==> src/rtl/button_debouncer_if.sv <==
// Button debouncer signal bundle: raw level in, debounced level, edge pulses and press count out.
interface button_debouncer_if #(
  parameter int unsigned CNT_W = 8
) ();
  logic             in_i;
  logic             level_o;
  logic             press_o;
  logic             release_o;
  logic [CNT_W-1:0] press_count_o;

  modport master (
    output in_i,
    input  level_o,
    input  press_o,
    input  release_o,
    input  press_count_o
  );

  modport slave (
    input  in_i,
    output level_o,
    output press_o,
    output release_o,
    output press_count_o
  );
endinterface

==> src/rtl/button_debouncer.sv <==
// Debounces a synchronized button level: a new level is accepted after STABLE_CYCLES identical
// samples, with registered press/release pulses and a wrapping press counter.
module button_debouncer #(
  parameter int unsigned STABLE_CYCLES = 4,
  parameter int unsigned CNT_W         = 8
) (
  input logic               clk,
  input logic               rst,
  button_debouncer_if.slave bus
);

  localparam int unsigned    CntW   = $clog2(STABLE_CYCLES);
  localparam logic [CntW-1:0] CntMax = CntW'(STABLE_CYCLES - 1);

  localparam logic [1:0] StLow     = 2'd0;
  localparam logic [1:0] StArmHigh = 2'd1;
  localparam logic [1:0] StHigh    = 2'd2;
  localparam logic [1:0] StArmLow  = 2'd3;

  logic [1:0]       state_q, state_d;
  logic [CntW-1:0]  cnt_q, cnt_d;
  logic             level_q, level_d;
  logic             press_q, press_d;
  logic             release_q, release_d;
  logic [CNT_W-1:0] count_q, count_d;

  always_comb begin
    state_d   = state_q;
    cnt_d     = cnt_q;
    level_d   = level_q;
    press_d   = 1'b0;
    release_d = 1'b0;
    count_d   = count_q;
    case (state_q)
      StLow: begin
        if (bus.in_i) begin
          state_d = StArmHigh;
          cnt_d   = CntW'(1);
        end else begin
          cnt_d = '0;
        end
      end
      StArmHigh: begin
        if (!bus.in_i) begin
          state_d = StLow;
          cnt_d   = '0;
        end else if (cnt_q == CntMax) begin
          state_d = StHigh;
          cnt_d   = '0;
          level_d = 1'b1;
          press_d = 1'b1;
          count_d = count_q + 1'b1;
        end else begin
          cnt_d = cnt_q + 1'b1;
        end
      end
      StHigh: begin
        if (!bus.in_i) begin
          state_d = StArmLow;
          cnt_d   = CntW'(1);
        end else begin
          cnt_d = '0;
        end
      end
      StArmLow: begin
        if (bus.in_i) begin
          state_d = StHigh;
          cnt_d   = '0;
        end else if (cnt_q == CntMax) begin
          state_d   = StLow;
          cnt_d     = '0;
          level_d   = 1'b0;
          release_d = 1'b1;
        end else begin
          cnt_d = cnt_q + 1'b1;
        end
      end
      default: begin
        state_d = StLow;
        cnt_d   = '0;
      end
    endcase
  end

  always_ff @(posedge clk) begin
    if (rst) begin
      state_q   <= StLow;
      cnt_q     <= '0;
      level_q   <= 1'b0;
      press_q   <= 1'b0;
      release_q <= 1'b0;
      count_q   <= '0;
    end else begin
      state_q   <= state_d;
      cnt_q     <= cnt_d;
      level_q   <= level_d;
      press_q   <= press_d;
      release_q <= release_d;
      count_q   <= count_d;
    end
  end

  assign bus.level_o       = level_q;
  assign bus.press_o       = press_q;
  assign bus.release_o     = release_q;
  assign bus.press_count_o = count_q;

endmodule

==> src/flat_wrapper.sv <==
// flat-port wrapper written by rule: the top's interface ports become plain ports
module button_debouncer_flat 
#(
  parameter int unsigned STABLE_CYCLES = 4,
  parameter int unsigned CNT_W         = 8
)
  (clk, rst, bus_in_i, bus_level_o, bus_press_o, bus_release_o, bus_press_count_o);
  button_debouncer_if #(.CNT_W(CNT_W)) bus_i ();
  input logic clk;
  input logic rst;
  input wire logic [$bits(bus_i.in_i)-1:0] bus_in_i;
  output wire logic [$bits(bus_i.level_o)-1:0] bus_level_o;
  output wire logic [$bits(bus_i.press_o)-1:0] bus_press_o;
  output wire logic [$bits(bus_i.release_o)-1:0] bus_release_o;
  output wire logic [$bits(bus_i.press_count_o)-1:0] bus_press_count_o;
  assign bus_i.in_i = bus_in_i;
  assign bus_level_o = bus_i.level_o;
  assign bus_press_o = bus_i.press_o;
  assign bus_release_o = bus_i.release_o;
  assign bus_press_count_o = bus_i.press_count_o;
  button_debouncer #(.STABLE_CYCLES(STABLE_CYCLES), .CNT_W(CNT_W)) u_core (.clk(clk), .rst(rst), .bus(bus_i));
endmodule
==> config.mk <==
export PLATFORM = sky130hd
export DESIGN_NAME = button_debouncer_flat
export DESIGN_NICKNAME = d
export VERILOG_FILES = /design/src/rtl/button_debouncer_if.sv /design/src/rtl/button_debouncer.sv /design/src/flat_wrapper.sv
export SDC_FILE = /design/constraint.sdc
export NUM_CORES = 1
export LEC_CHECK = 0
export CAP_MARGIN = 20
export CELL_PAD_IN_SITES_DETAIL_PLACEMENT = 0
export CELL_PAD_IN_SITES_GLOBAL_PLACEMENT = 2
export CORE_MARGIN = 10
export CORE_UTILIZATION = 31
export CTS_CLUSTER_SIZE = 25
export DETAILED_ROUTE_END_ITERATION = 8
export GPL_ROUTABILITY_DRIVEN = 0
export GPL_TIMING_DRIVEN = 0
export HOLD_SLACK_MARGIN = 0.08
export PLACE_DENSITY = 0.79
export SETUP_SLACK_MARGIN = 0.05
export SLEW_MARGIN = 5
export SYNTH_ARGS = -nofsm -noshare
export SYNTH_HDL_FRONTEND = slang
export SYNTH_SLANG_ARGS = --single-unit
==> constraint.sdc <==
create_clock -name clk -period 3 [get_ports clk]
set_input_delay 0.3 -clock clk [delete_from_list [all_inputs] [get_ports clk]]
set_output_delay 0.3 -clock clk [all_outputs]
set_load 0.01 [all_outputs]
==> results of run 1 <==
==> power by group through the flow <==
stage	Sequential, mW	Combinational [mW]	Clock, mW
after global placement	0.209	0.0162	0
after global routing	0.205	0.0180	0.134
after floorplan	0.209	0.00694	0
after detailed placement	0.209	0.0163	0
after CTS	0.204	0.0163	0.122
final	0.204	0.0159	0.117
==> layer usage <==
metal  vias to the layer above  share of wire, %
li1                        275                 -
met1                       240                46
met2                        10                45
met3                         4               4.7
met4                         0               4.4
met5                         -                 0
==> registers in the layout, indices dropped and copies added (netlist names), named ones only <==
| name | cells |
|---|---|
| u_core.bus.press_o | 1 |
| u_core.bus.press_count_o | 8 |
| u_core.state_q | 1 |
| u_core.bus.release_o | 1 |
| u_core.bus.level_o | 1 |
| u_core.cnt_q | 2 |
==> path summary, 6_finish.rpt <==
check,startpoint,to,slack [ps],cells past startpoint
worst max-delay path,bus_in_i,u_core.bus.press_count_o[7],1360,5
worst min-delay path,u_core.bus.level_o,u_core.bus.level_o,500,2
worst max register to register,u_core.cnt_q[0],u_core.bus.press_count_o[7],1400,5
worst min register to register,u_core.bus.level_o,u_core.bus.level_o,500,2
==> stage by stage <==
stage | instance area (um2) | setup WS (ps)
floorplan | 647 | 1500
global placement | 811 | 1040
detailed placement | 811 | 1040
CTS | 838 | 1360
global route | 838 | 1270
finish | 838 | 1360
==> cells in the final DEF (no fill, tap or decap), types with 2 or more instances in the layout <==
cell type and instances:
sky130_fd_sc_hd__o21ai_0 2, sky130_fd_sc_hd__ha_1 2, sky130_fd_sc_hd__o31ai_1 4, sky130_fd_sc_hd__nand3_1 2
sky130_fd_sc_hd__clkdlybuf4s50_1 13, sky130_fd_sc_hd__nand2_1 4, sky130_fd_sc_hd__or4_1 4, sky130_fd_sc_hd__inv_1 3
sky130_fd_sc_hd__clkbuf_4 3, sky130_fd_sc_hd__a21oi_1 7, sky130_fd_sc_hd__and2_1 2, sky130_fd_sc_hd__nor2_1 5
sky130_fd_sc_hd__dfxtp_1 15
==> logic make-up after synthesis <==
family	share of synthesized area [%]
compound gates	13.5
xor+xnor	2.71
fa+ha+maj	3.87
buf+inv	4.64
flops	46.4
mux	3.29
simple gates	25.5
==> worst reg2reg max path: stages (launching register included) <==
cell and delay [ps]:
sky130_fd_sc_hd__dfxtp_1 340, sky130_fd_sc_hd__ha_1 250, sky130_fd_sc_hd__nand4b_4 150, sky130_fd_sc_hd__buf_6 180
sky130_fd_sc_hd__nor4_4 250, sky130_fd_sc_hd__mux2_1 330
==> final cells by class <==
class | count | share of cell area [%]
multi-input cells | 45 | 37.8
flip-flops and latches | 15 | 35.8
repair buffers | 13 | 15.5
well taps | 27 | 4.03
clock buffers | 3 | 2.69
plain buffers | 2 | 1.79
inverters | 4 | 1.79
clock inverters | 1 | 0.597
==> flow_summary.toml, run 1 <==
[power_and_ir_drop]
sw_frac_of_total_pct = 22.9
fin_total_pwr_uw = 337
pwr_density_cell_nw_per_um2 = 402
clock_power_share_pct = 34.6
pwr-share-seq_pct = 60.7
cell_internal_pwr_uw = 260
leakagePower_nw = 0.336
p_comb_share_pct = 4.7
power.ir.vdd_worst_uv = 240
switching_power_uw = 77.2

[layout]
area.sequential_um2 = 300
post-route-util_pct = 42.3
layout_area_overhead_pct = 29.6
final_layout_size_suffix_gt1_share_pct = 8.43
antenna_cells_inserted = 0
filler_cell_count = 205
nNetsFinal = 89
footprint_of_the_multi_input_gates_um2 = 317
finished_layout_cells = 110

[sta]
finalCritPeriodShare_pct = 54.5
finalClockSkew_ps = 4.94
fmax_ghz = 0.611
slew-limit-headroom_pct = 69.4
final_period_minus_worst_setup_slack_ps = 1640
finalSetupTns_ps = 0
hold-worst-slack_ps = 502
worstMarginPinSlew_ps = 459
final-max-slew-violation-count = 0
grt_setup_unrepaired = "false"
timing_hold_violations_final = 0
setup_violations = 0

[worst_setup_path]
path_max_fanout = 10
crit_chain = "clkdlybuf4s50_1 > nand4b_4 > buf_6 > nor4_4 > mux2_1"
timing.critical_path.slowest_cell_delay_ps = 600
timing.setup.critical_path_class = "in -> reg"
critical_path_source_type = "input pin"
crit_slowest_cell = "sky130_fd_sc_hd__clkdlybuf4s50_1"
timing.critical_path.max_delay_family = "buffers and inverters"
timing.critical_path.required_ps = 3180
setup.worst_path.end_class = "flip-flop"
critical_path.n_buffers_inverters = 2
worst-endpoint-arrival_ps = 1820

[synth]
synth_largest_area_cell = "sky130_fd_sc_hd__dfxtp_1"
seq_area_frac_synth_pct = 46.4
synthTopCellsByCount = "sky130_fd_sc_hd__dfxtp_1, sky130_fd_sc_hd__a21oi_1, sky130_fd_sc_hd__nor2_1"
synth.distinct_cells = 27
yosysWarnings = 0
syn-mean-instance-area_um2 = 9.80
mappedNetlistArea_um2 = 647
synth.ff_latch_count = 15
ys_top_cells_by_area = "sky130_fd_sc_hd__dfxtp_1, sky130_fd_sc_hd__a21oi_1, sky130_fd_sc_hd__o31ai_1, sky130_fd_sc_hd__or4_1, sky130_fd_sc_hd__ha_1"
post-synth-top-count-cell = "sky130_fd_sc_hd__dfxtp_1"
edff_count_synth = 0
synth_top_flop_cell = "sky130_fd_sc_hd__dfxtp_1"
netlist_instances = 66
netlist.area_leader.share_pct = 46.4
synth.net_count = 71
synthArstFlopShare_pct = 0

[cts]
tritoncts_num_sinks = 15
cts.root.buffer_cell = "sky130_fd_sc_hd__clkbuf_4"
clkTransAtPathRegs_ps = 100
cts_tree = "built"
clk_path_buf_depth = 2
post_cts_buffers = 0
postCtsResizedCells = 0
h_tree_level_count = 1
clk_latency_ps = 280
postCtsHoldBufs = 0
total_cts_buffers = 3

[place]
dp_hpwl_um = 990
io_buffer_count = 13
place_inst = 106

[status]
status = "finished, final reports clean"

[floorplanning]
start_util_pct = 32.6
die-height_um = 65.7
row_count = 16
floorplan.io_pins = 14
die_w_um = 65.7
placeableCoreArea_um2 = 1980
die_area_um2 = 4310

[global_route]
grt_busiest_layer = "met2"
grt_use_met1_pct = 7.81
grt_util_all_layers_pct = 7.15
grt_util_met2_pct = 10.6
grt.overflow.total = 0
grt_first_pass_wirelength_mm = 2.33
antenna_found_initial = 0
grt_start_max_net_pins = 11
met3_usage_pct = 2.03
grt_pass1_vias = 509

[drt]
detail_route.iter0.violations = 10
antenna_violating_nets_post_route = 0
route.detailed.wl_per_inst_um = 11.7
overall_via_count_from_detail_route = 529
drc = 0
dr.pass1.iters = 4
vias_per_cell = 4.81
wl_mm = 1.29

[job]
max-cap-violations = 0

[worst_hold_path]
worst_hold_path_type = "reg -> reg"
No activity file was read; power rests on OpenSTA's default activity.
==> run 2, diff against run 1 <==
CORE_UTILIZATION = 26   (was 31)
PLACE_DENSITY = 0.71   (was 0.79)
clock period = 1.3 ns   (was 3 ns; I/O delays follow)
==> flow_summary.toml, run 2 (synthesis gave the netlist of run 1 again) <==
[layout]
layout_area_overhead_pct = 45.8
finished_layout_cells = 120
largest_register_ffs = 8
most_frequent_standard_cell_in_the_layout_excluding_fill_and_tap_cells = "sky130_fd_sc_hd__dlygate4sd2_1"
layout_common_cells = "sky130_fd_sc_hd__dlygate4sd2_1, sky130_fd_sc_hd__dfxtp_1, sky130_fd_sc_hd__buf_4"
final_layout_size_suffix_gt1_share_pct = 30.0
antenna_cells_inserted = 0
nNetsFinal = 96

[worst_setup_path]
worst_reg2reg_path_startpoint = "u_core.cnt_q[0]"
timing.setup.critical_path_class = "in -> reg"
critical_path.n_buffers_inverters = 2
timing.critical_path.max_delay_family = "buffers and inverters"
timing.critical_path.slowest_cell_delay_ps = 620
setup.worst_path.end_class = "flip-flop"
crit_chain = "clkdlybuf4s50_1 > nand4b_4 > buf_8 > nor4_4 > mux2_4"
critical_path_source_type = "input pin"
crit_slowest_cell = "sky130_fd_sc_hd__clkdlybuf4s50_1"
path_max_fanout = 7
reg2reg_to = "u_core.bus.press_count_o[7]"
regToRegSetupSlack_ps = -100
number_of_cell_instances_on_the_worst_register_to_register_path = 5
worst-endpoint-arrival_ps = 1580
timing.critical_path.required_ps = 1480

[drt]
overall_via_count_from_detail_route = 545
vias_per_cell = 4.54
antenna_violating_nets_post_route = 0
wl_mm = 1.49
detail_route.iter0.violations = 15
dr.pass1.iters = 2
route.detailed.wl_per_inst_um = 12.4
drc = 0

[place]
io_buffer_count = 13
place_inst = 109
dp_hpwl_mm = 1.01
place_worst_setup_slack_ps = -396

[floorplanning]
die_area_um2 = 4880
die-height_um = 69.9
start_util_pct = 26.6
row_count = 18
die_w_um = 69.9
placeableCoreArea_um2 = 2430
floorplan.io_pins = 14

[cts]
postCtsHoldBufs = 0
total_cts_buffers = 3
cts_tree = "built"
tritoncts_num_sinks = 15
clkTransAtPathRegs_ps = 90
clk_latency_ps = 280
cts.root.buffer_cell = "sky130_fd_sc_hd__clkbuf_4"
clk_path_buf_depth = 2
h_tree_level_count = 1

[worst_hold_path]
worst_hold_path_type = "reg -> reg"
min-delay-start = "u_core.bus.level_o"
worstHoldEndpoint = "u_core.bus.level_o"
whs_path_depth = 2

[global_route]
grt_start_max_net_pins = 11
met3_usage_pct = 2.26
grt_first_pass_wirelength_mm = 2.44
grt_util_all_layers_pct = 5.94
grt.overflow.total = 0
grt_util_met2_pct = 9.47
grt_pass1_vias = 537
antenna_found_initial = 0
grt_use_met1_pct = 6.63
grt_busiest_layer = "met2"

[sta]
hold-worst-slack_ps = 492
finalCritPeriodShare_pct = 108
final_period_minus_worst_setup_slack_ps = 1400
timing_hold_violations_final = 0
final-max-slew-violation-count = 0
slew-limit-headroom_pct = 66.9
setup_violations = 4
final_critical_path_setup_slack_ps = -100
grt_setup_unrepaired = "true"
finalClockSkew_ps = 2.01
fmax_ghz = 0.714
worstMarginPinSlew_ps = 497

[power_and_ir_drop]
pwr_density_cell_nw_per_um2 = 823
leakagePower_nw = 0.399
power.ir.vdd_worst_uv = 304

[status]
violations = "negative setup slack"
status = "complete, but fails checks"

[job]
max-cap-violations = 0
run 2: cell types whose count changed in the layout (fill, tap and decap cells not counted), sizes merged:
cell,delta
clkbuf,+1
dlygate4sd2,+11
clkinv,-1
buf,+7
clkdlybuf4s50,-11
run 2: how the worst max path moves through the flow:
stage | startpoint | endpoint | slack, ps | cells after the start
after floorplan | u_core.cnt_q[1] | u_core.bus.press_count_o[7] | 8 | 5
after global placement | bus_in_i | u_core.bus.press_count_o[7] | -390 | 5
after detailed placement | bus_in_i | u_core.bus.press_count_o[7] | -400 | 5
after CTS | u_core.cnt_q[0] | u_core.bus.press_count_o[7] | -90 | 5
after global routing | u_core.cnt_q[0] | u_core.bus.press_count_o[7] | -180 | 5
final | bus_in_i | u_core.bus.press_count_o[7] | -100 | 5
run 2: worst min-delay path: stages, from the launching register on:
cell	delay (ps)
sky130_fd_sc_hd__dfxtp_1	330
sky130_fd_sc_hd__o21ai_0	70
sky130_fd_sc_hd__a21oi_1	60
run 2: report_power, final:
part / internal [mW] / leakage (nW) / switching (mW)
Combinational: 0.0172 / 0.259 / 0.0192
Clock: 0.119 / 0.0150 / 0.153
Sequential: 0.462 / 0.125 / 0.00663
run 2: layer usage:
metal  vias to the layer above  routed length, um
met2                         9                669
met4                         0                 27
li1                        284                  -
met1                       250                709
met3                         2                 84
met5                         -                  0
run 2: timing repair:
item	in CTS	in global routing
setup buffers	7	0
gates resized for setup	14	3
cloned	0	0
pin swaps	5	1
setup endpoints to repair	17	8
run 2: final cells by class:
class	count	area, um2
inverters	4	20.0
multi-input cells	45	358
flip-flops and latches	15	314
plain buffers	2	18.8
fillers	263	1490
well taps	30	37.5
clock buffers	4	26.3
repair buffers	20	169
run 2: through the flow:
step / utilization, % / cell area [um2] / setup TNS, ps / power [mW]
final: 38.8 / 943 / -198 / 0.777
after global routing: 38.8 / 943 / -594 / 0.814
after CTS: 38.3 / 932 / -158 / 0.793
after detailed placement: 35.1 / 855 / -2210 / 0.518
after global placement: 35.1 / 855 / -2160 / 0.518
after floorplan: - / 687 / 0 / 0.496
